## src/rtl/xrv1_tcm_arb.sv

```systemverilog
// xrv1_tcm_arb
// Two-master arbiter for the simulation TCM data port. The core LSU (m0) and
// the debug/program loader (m1) share one request channel under round-robin
// grant. An in-order ID FIFO steers each TCM response back to its issuer.
// The response path adds no latency.
// Optional build macro: XRV1_TCM_ARB_PERF_EN adds grant and stall counters.
module xrv1_tcm_arb #(
    parameter int outst_depth_p = 4,
    localparam int outst_cnt_width_lp = $clog2(outst_depth_p + 1)
) (
    input  logic        clk_i,
    input  logic        rst_i,

    input  logic        m0_req_vld_i,
    output logic        m0_req_rdy_o,
    input  logic [31:0] m0_req_addr_i,
    input  logic        m0_req_w_en_i,
    input  logic [3:0]  m0_req_w_be_i,
    input  logic [31:0] m0_req_w_data_i,
    output logic        m0_resp_vld_o,
    output logic [31:0] m0_resp_r_data_o,
    output logic        m0_resp_err_o,

    input  logic        m1_req_vld_i,
    output logic        m1_req_rdy_o,
    input  logic [31:0] m1_req_addr_i,
    input  logic        m1_req_w_en_i,
    input  logic [3:0]  m1_req_w_be_i,
    input  logic [31:0] m1_req_w_data_i,
    output logic        m1_resp_vld_o,
    output logic [31:0] m1_resp_r_data_o,
    output logic        m1_resp_err_o,

    output logic        s_req_vld_o,
    input  logic        s_req_rdy_i,
    output logic [31:0] s_req_addr_o,
    output logic        s_req_w_en_o,
    output logic [3:0]  s_req_w_be_o,
    output logic [31:0] s_req_w_data_o,
    input  logic        s_resp_vld_i,
    input  logic [31:0] s_resp_r_data_i,
    input  logic        s_resp_err_i,

`ifdef XRV1_TCM_ARB_PERF_EN
    output logic [31:0] perf_m0_grants_o,
    output logic [31:0] perf_m1_grants_o,
    output logic [31:0] perf_stall_o,
`endif

    output logic        proto_err_o
);

    localparam int ptr_width_lp = (outst_depth_p > 1) ? $clog2(outst_depth_p) : 1;
    localparam logic [outst_cnt_width_lp-1:0] occ_full_lp  = outst_cnt_width_lp'(outst_depth_p);
    localparam logic [outst_cnt_width_lp-1:0] occ_zero_lp  = {outst_cnt_width_lp{1'b0}};
    localparam logic [outst_cnt_width_lp-1:0] occ_one_lp   = outst_cnt_width_lp'(1);
    localparam logic [ptr_width_lp-1:0]       ptr_zero_lp  = {ptr_width_lp{1'b0}};
    localparam logic [ptr_width_lp-1:0]       ptr_last_lp  = ptr_width_lp'(outst_depth_p - 1);

    // Pointer advance with explicit wrap at the last FIFO slot.
    function automatic logic [ptr_width_lp-1:0] ptr_inc(input logic [ptr_width_lp-1:0] ptr);
        logic [ptr_width_lp-1:0] nxt;
        if (ptr == ptr_last_lp) begin
            nxt = ptr_zero_lp;
        end else begin
            nxt = ptr + ptr_width_lp'(1);
        end
        return nxt;
    endfunction

    logic                          last_grant_r;
    logic [outst_cnt_width_lp-1:0] occ_r;
    logic [ptr_width_lp-1:0]       wr_ptr_r;
    logic [ptr_width_lp-1:0]       rd_ptr_r;
    logic                          id_mem_r [outst_depth_p];
    logic                          proto_err_r;

    logic any_vld_s;
    logic full_s;
    logic empty_s;
    logic can_issue_s;
    logic grant_id_s;
    logic s_req_vld_s;
    logic accept_s;
    logic pop_s;
    logic spurious_s;
    logic head_id_s;

    assign any_vld_s   = m0_req_vld_i | m1_req_vld_i;
    assign full_s      = (occ_r == occ_full_lp);
    assign empty_s     = (occ_r == occ_zero_lp);
    // No pop bypass: a full FIFO blocks the grant even if a response retires now.
    assign can_issue_s = s_req_rdy_i & ~full_s & ~rst_i;
    assign s_req_vld_s = any_vld_s & ~full_s & ~rst_i;
    assign accept_s    = s_req_vld_s & s_req_rdy_i;
    assign pop_s       = s_resp_vld_i & ~empty_s & ~rst_i;
    assign spurious_s  = s_resp_vld_i & empty_s & ~rst_i;
    assign head_id_s   = id_mem_r[rd_ptr_r];

    assign s_req_vld_o  = s_req_vld_s;
    assign m0_req_rdy_o = ~grant_id_s & can_issue_s;
    assign m1_req_rdy_o = grant_id_s & can_issue_s;

    assign m0_resp_vld_o    = pop_s & ~head_id_s;
    assign m1_resp_vld_o    = pop_s & head_id_s;
    assign m0_resp_r_data_o = s_resp_r_data_i;
    assign m1_resp_r_data_o = s_resp_r_data_i;
    assign m0_resp_err_o    = s_resp_err_i;
    assign m1_resp_err_o    = s_resp_err_i;
    assign proto_err_o      = proto_err_r;

    // Round-robin grant: a lone requester wins, a tie goes to the master not granted last.
    always_comb begin
        grant_id_s = 1'b0;
        if (m0_req_vld_i && m1_req_vld_i) begin
            grant_id_s = ~last_grant_r;
        end else if (m1_req_vld_i) begin
            grant_id_s = 1'b1;
        end else begin
            grant_id_s = 1'b0;
        end
    end

    // Request field mux from the granted master; fields idle at zero with no requester.
    always_comb begin
        s_req_addr_o   = 32'h0000_0000;
        s_req_w_en_o   = 1'b0;
        s_req_w_be_o   = 4'h0;
        s_req_w_data_o = 32'h0000_0000;
        if (!any_vld_s) begin
            s_req_addr_o   = 32'h0000_0000;
            s_req_w_en_o   = 1'b0;
            s_req_w_be_o   = 4'h0;
            s_req_w_data_o = 32'h0000_0000;
        end else if (grant_id_s) begin
            s_req_addr_o   = m1_req_addr_i;
            s_req_w_en_o   = m1_req_w_en_i;
            s_req_w_be_o   = m1_req_w_be_i;
            s_req_w_data_o = m1_req_w_data_i;
        end else begin
            s_req_addr_o   = m0_req_addr_i;
            s_req_w_en_o   = m0_req_w_en_i;
            s_req_w_be_o   = m0_req_w_be_i;
            s_req_w_data_o = m0_req_w_data_i;
        end
    end

    // Remember the last accepted master so the next tie flips to the other one.
    always_ff @(posedge clk_i) begin
        if (rst_i) begin
            last_grant_r <= 1'b1;
        end else if (accept_s) begin
            last_grant_r <= grant_id_s;
        end else begin
            last_grant_r <= last_grant_r;
        end
    end

    // Outstanding-request occupancy: push on accept, pop on routed response.
    always_ff @(posedge clk_i) begin
        if (rst_i) begin
            occ_r <= occ_zero_lp;
        end else begin
            case ({accept_s, pop_s})
                2'b10:   occ_r <= occ_r + occ_one_lp;
                2'b01:   occ_r <= occ_r - occ_one_lp;
                default: occ_r <= occ_r;
            endcase
        end
    end

    // ID FIFO pointers; both advance on a simultaneous push and pop.
    always_ff @(posedge clk_i) begin
        if (rst_i) begin
            wr_ptr_r <= ptr_zero_lp;
            rd_ptr_r <= ptr_zero_lp;
        end else begin
            wr_ptr_r <= accept_s ? ptr_inc(wr_ptr_r) : wr_ptr_r;
            rd_ptr_r <= pop_s ? ptr_inc(rd_ptr_r) : rd_ptr_r;
        end
    end

    // ID FIFO storage; contents are cleared so the head never reads unknown.
    always_ff @(posedge clk_i) begin
        if (rst_i) begin
            for (int i = 0; i < outst_depth_p; i++) begin
                id_mem_r[i] <= 1'b0;
            end
        end else if (accept_s) begin
            id_mem_r[wr_ptr_r] <= grant_id_s;
        end else begin
            id_mem_r[wr_ptr_r] <= id_mem_r[wr_ptr_r];
        end
    end

    // Sticky protocol error: a response arrived with nothing outstanding.
    always_ff @(posedge clk_i) begin
        if (rst_i) begin
            proto_err_r <= 1'b0;
        end else if (spurious_s) begin
            proto_err_r <= 1'b1;
        end else begin
            proto_err_r <= proto_err_r;
        end
    end

`ifdef XRV1_TCM_ARB_PERF_EN
    logic        stall_s;
    logic [31:0] perf_m0_grants_r;
    logic [31:0] perf_m1_grants_r;
    logic [31:0] perf_stall_r;

    assign stall_s = (m0_req_vld_i & ~m0_req_rdy_o) | (m1_req_vld_i & ~m1_req_rdy_o);

    assign perf_m0_grants_o = perf_m0_grants_r;
    assign perf_m1_grants_o = perf_m1_grants_r;
    assign perf_stall_o     = perf_stall_r;

    // Free-running wrap-around counters for accepted grants and stalled cycles.
    always_ff @(posedge clk_i) begin
        if (rst_i) begin
            perf_m0_grants_r <= 32'h0000_0000;
            perf_m1_grants_r <= 32'h0000_0000;
            perf_stall_r     <= 32'h0000_0000;
        end else begin
            perf_m0_grants_r <= perf_m0_grants_r + {31'h0, accept_s & ~grant_id_s};
            perf_m1_grants_r <= perf_m1_grants_r + {31'h0, accept_s & grant_id_s};
            perf_stall_r     <= perf_stall_r + {31'h0, stall_s};
        end
    end
`endif

endmodule

```

## config.mk

```make
export PLATFORM = sky130hd
export DESIGN_NAME = xrv1_tcm_arb
export DESIGN_NICKNAME = d
export VERILOG_FILES = /design/src/rtl/xrv1_tcm_arb.sv
export SDC_FILE = /design/constraint.sdc
export NUM_CORES = 1
export LEC_CHECK = 0
export ABC_AREA = 1
export BUFFER_PORTS_ARGS = -buffer_cell sky130_fd_sc_hd__buf_2
export CAP_MARGIN = 20
export CORE_AREA = 2 2 124 126
export CTS_CLUSTER_DIAMETER = 50
export DETAILED_ROUTE_END_ITERATION = 8
export DIE_AREA = 0 0 126 128
export PLACE_DENSITY_LB_ADDON = 0.1
export SLEW_MARGIN = 20
export SYNTH_ARGS = -nofsm -noshare
export SYNTH_HDL_FRONTEND = slang
export SYNTH_SLANG_ARGS = --single-unit
```

## constraint.sdc

```tcl
create_clock -name clk_i -period 5.35 [get_ports clk_i]
set_clock_uncertainty 0.1 [all_clocks]
set_input_delay 0.535 -clock clk_i [delete_from_list [all_inputs] [get_ports clk_i]]
set_output_delay 0.535 -clock clk_i [all_outputs]
set_load 0.01 [all_outputs]
```

==> flow_metrics.py <==
metrics = {
    "synth": {
        "syn_inst": 399,
        "synth_area_per_cell_um2": 5.74,
        "synth_cell_types": 20,
        "ys_seq_elements": 15,
        "synth_seq_area_share_pct": 14.9,
        "syn_area_um2": 2290,
        "syn_nets": 580,
        "yosys_warnings": 0,
    },
    "cts": {
        "ctsHoldBuffers": 0,
        "clkTransAtPathRegs_ps": 50,
        "clkSinkCount": 15,
        "tritoncts": "done",
        "postCtsResizedCells": 0,
        "cts_root_buf": "clkbuf_16",
        "h-tree-depth": 1,
        "clock_latency_ps": 240,
        "cts_made_buffers": 3,
        "post-cts-setup-buffers": 0,
        "ctsLongestPathBuffers": 2,
    },
    "cells_and_area": {
        "n_antenna_cell": 0,
        "nets": 716,
        "fill_cells": 1792,
        "multi_input_area_um2": 1230,
        "seq_area_um2": 340,
        "mostFrequentLayoutCell": "buf_2",
        "final_cell_mix": "218 x buf_2, 158 x nand2_1, 75 x o21ai_0",
        "layout-drive-gt1-share_pct": 42.5,
        "area_growth_pct": 34.5,
    },
    "global_routing": {
        "grt_max_degree": 75,
        "grt_overflow": 0,
        "antenna_found_initial": 2,
        "grt_pass1_wl_um": 13900,
        "grt.total_usage_pct": 10.7,
        "grt_pass1_vias": 2560,
    },
    "sta": {
        "setup_tns_ps": 0,
        "finalMaxSlewViolations": 0,
        "fmax_ghz": 0.349,
        "hold_ws_ps": 342,
        "worst_pin_slew_ps": 723,
        "hold_violations": 0,
        "rsz0062_at_grt": "no",
        "period_minus_slack_ps": 2870,
        "slew_headroom_pct": 51.8,
        "finalCritPeriodShare_pct": 53.6,
        "setup_viol_count_final": 0,
    },
    "setup_path": {
        "endpoint_kind": "primary output",
        "crit_required_ps": 4720,
        "crit_chain": "buf_2 > buf_4 > a21oi_4 > buf_4 > o21ai_0 > buf_2",
        "worst-setup-path-type": "input port to primary output",
        "slowest_delay_ps": 520,
        "cp.arrival_ps": 2230,
        "cp-start-kind": "input port",
        "slowest_stage": "buf_4",
        "cp_top_family": "buffers and inverters",
        "crit_fanout": 74,
        "cp_num_buf_inv": 4,
    },
    "routing": {
        "dr.pass1.iters": 5,
        "drtAntennaViolNets": 0,
        "vias": 2770,
        "drc": 0,
        "viasPerCell": 3.84,
        "avgRoutedWirePerCell_um": 13.0,
        "totalWireLength_um": 9380,
        "initialDrtViolationCount": 113,
    },
    "power_and_ir_drop": {
        "p_leak_uw": 0.00171,
        "peakVddDrop_mv": 0.0871,
        "powerDensity_nw_per_um2": 170,
    },
    "worst_hold_path": {
        "hold_class": "flop to flop",
    },
    "run": {
        "maxCapViolCount": 0,
    },
    "floorplanning": {
        "start_util_pct": 15.4,
        "die_y_um": 128,
        "die_w_um": 126,
        "fp-row-count": 45,
        "die_area_um2": 16100,
        "io_pins": 318,
        "core_area_um2": 14900,
    },
    "place": {
        "hpwl_um": 7900,
        "portBuffers": 218,
        "gp_congestion": 0.743,
    },
    "run_status": {
        "status": "finished, final reports clean",
    },
}
-- cells by family (layout without fill, tap and decap cells) --
group / Yosys count / after routing / synth area share, %
simple gates: 185 / 185 / 32.3
buf+inv: 111 / 246 / 31.3
flops: 15 / 15 / 14.9
fa+ha+maj: 4 / 4 / 2.52
compound gates: 84 / 84 / 19.0
-- synthesized netlist by cell type, drive strengths merged --
| cell type | n | area, µm² |
|---|---|---|
| clkbuf | 8 | 30.0 |
| a21oi | 8 | 51.3 |
| edfxtp | 4 | 120 |
| nor3 | 3 | 15.0 |
| o211ai | 1 | 7.51 |
| nor2 | 11 | 48.8 |
| nand3 | 9 | 57.6 |
| inv | 21 | 78.8 |
| nand4 | 4 | 25.0 |
| buf | 82 | 608 |
| nand2 | 158 | 593 |
| fa | 1 | 20.0 |
| o21ai | 75 | 375 |
| dfxtp | 11 | 220 |
| ha | 3 | 37.5 |
-- area by class of cell --
cell class                      instances  share of cell area [%]
Sequential cell                        15                    11.1
Inverter                               21                    2.56
Clock buffer                            4                    2.56
Timing Repair Buffer                  221                    36.2
Tap cell                              188                    7.64
Multi-Input combinational cell        273                    40.0
-- stage by stage --
step                      power [µW]  cells  area (µm²)  setup slack (ps)  util (%)
final                            522    722        3080              2480      20.7
after global routing             568    722        3080              2280      20.7
after floorplan                  314    399        2290              3280         -
after global placement           384    718        3000              2460      20.2
after CTS                        535    722        3080              2450      20.7
after detailed placement         384    718        3000              2460      20.2
-- final timing paths --
path,end,slack (ps),start,depth (start not counted)
worst max register to register,occ_r[2],3190,occ_r[0],12
worst min-delay path,proto_err_o,340,proto_err_o,2
worst min register to register,proto_err_o,340,proto_err_o,2
worst max-delay path,s_req_w_data_o[12],2480,m0_req_vld_i,6
-- layer usage --
metal | vias up | wire length [µm] | GRT usage (%)
met4 | 4 | 64 | 1.81
li1 | 1473 | - | -
met5 | - | 24 | 0
met2 | 122 | 4910 | 19.5
met1 | 1161 | 3540 | 12.2
met3 | 10 | 843 | 3.67
-- report_power, final --
| group | switching (µW) | internal (µW) |
|---|---|---|
| Clock | 44.3 | 101 |
| Combinational | 140 | 104 |
| Sequential | 6.64 | 127 |
-- tightest hold or removal path, stage by stage (launching register included) --
cell,delay (ps)
dfxtp_1,300
inv_1,40
a21oi_1,50
No activity file was read; power rests on OpenSTA's default activity.
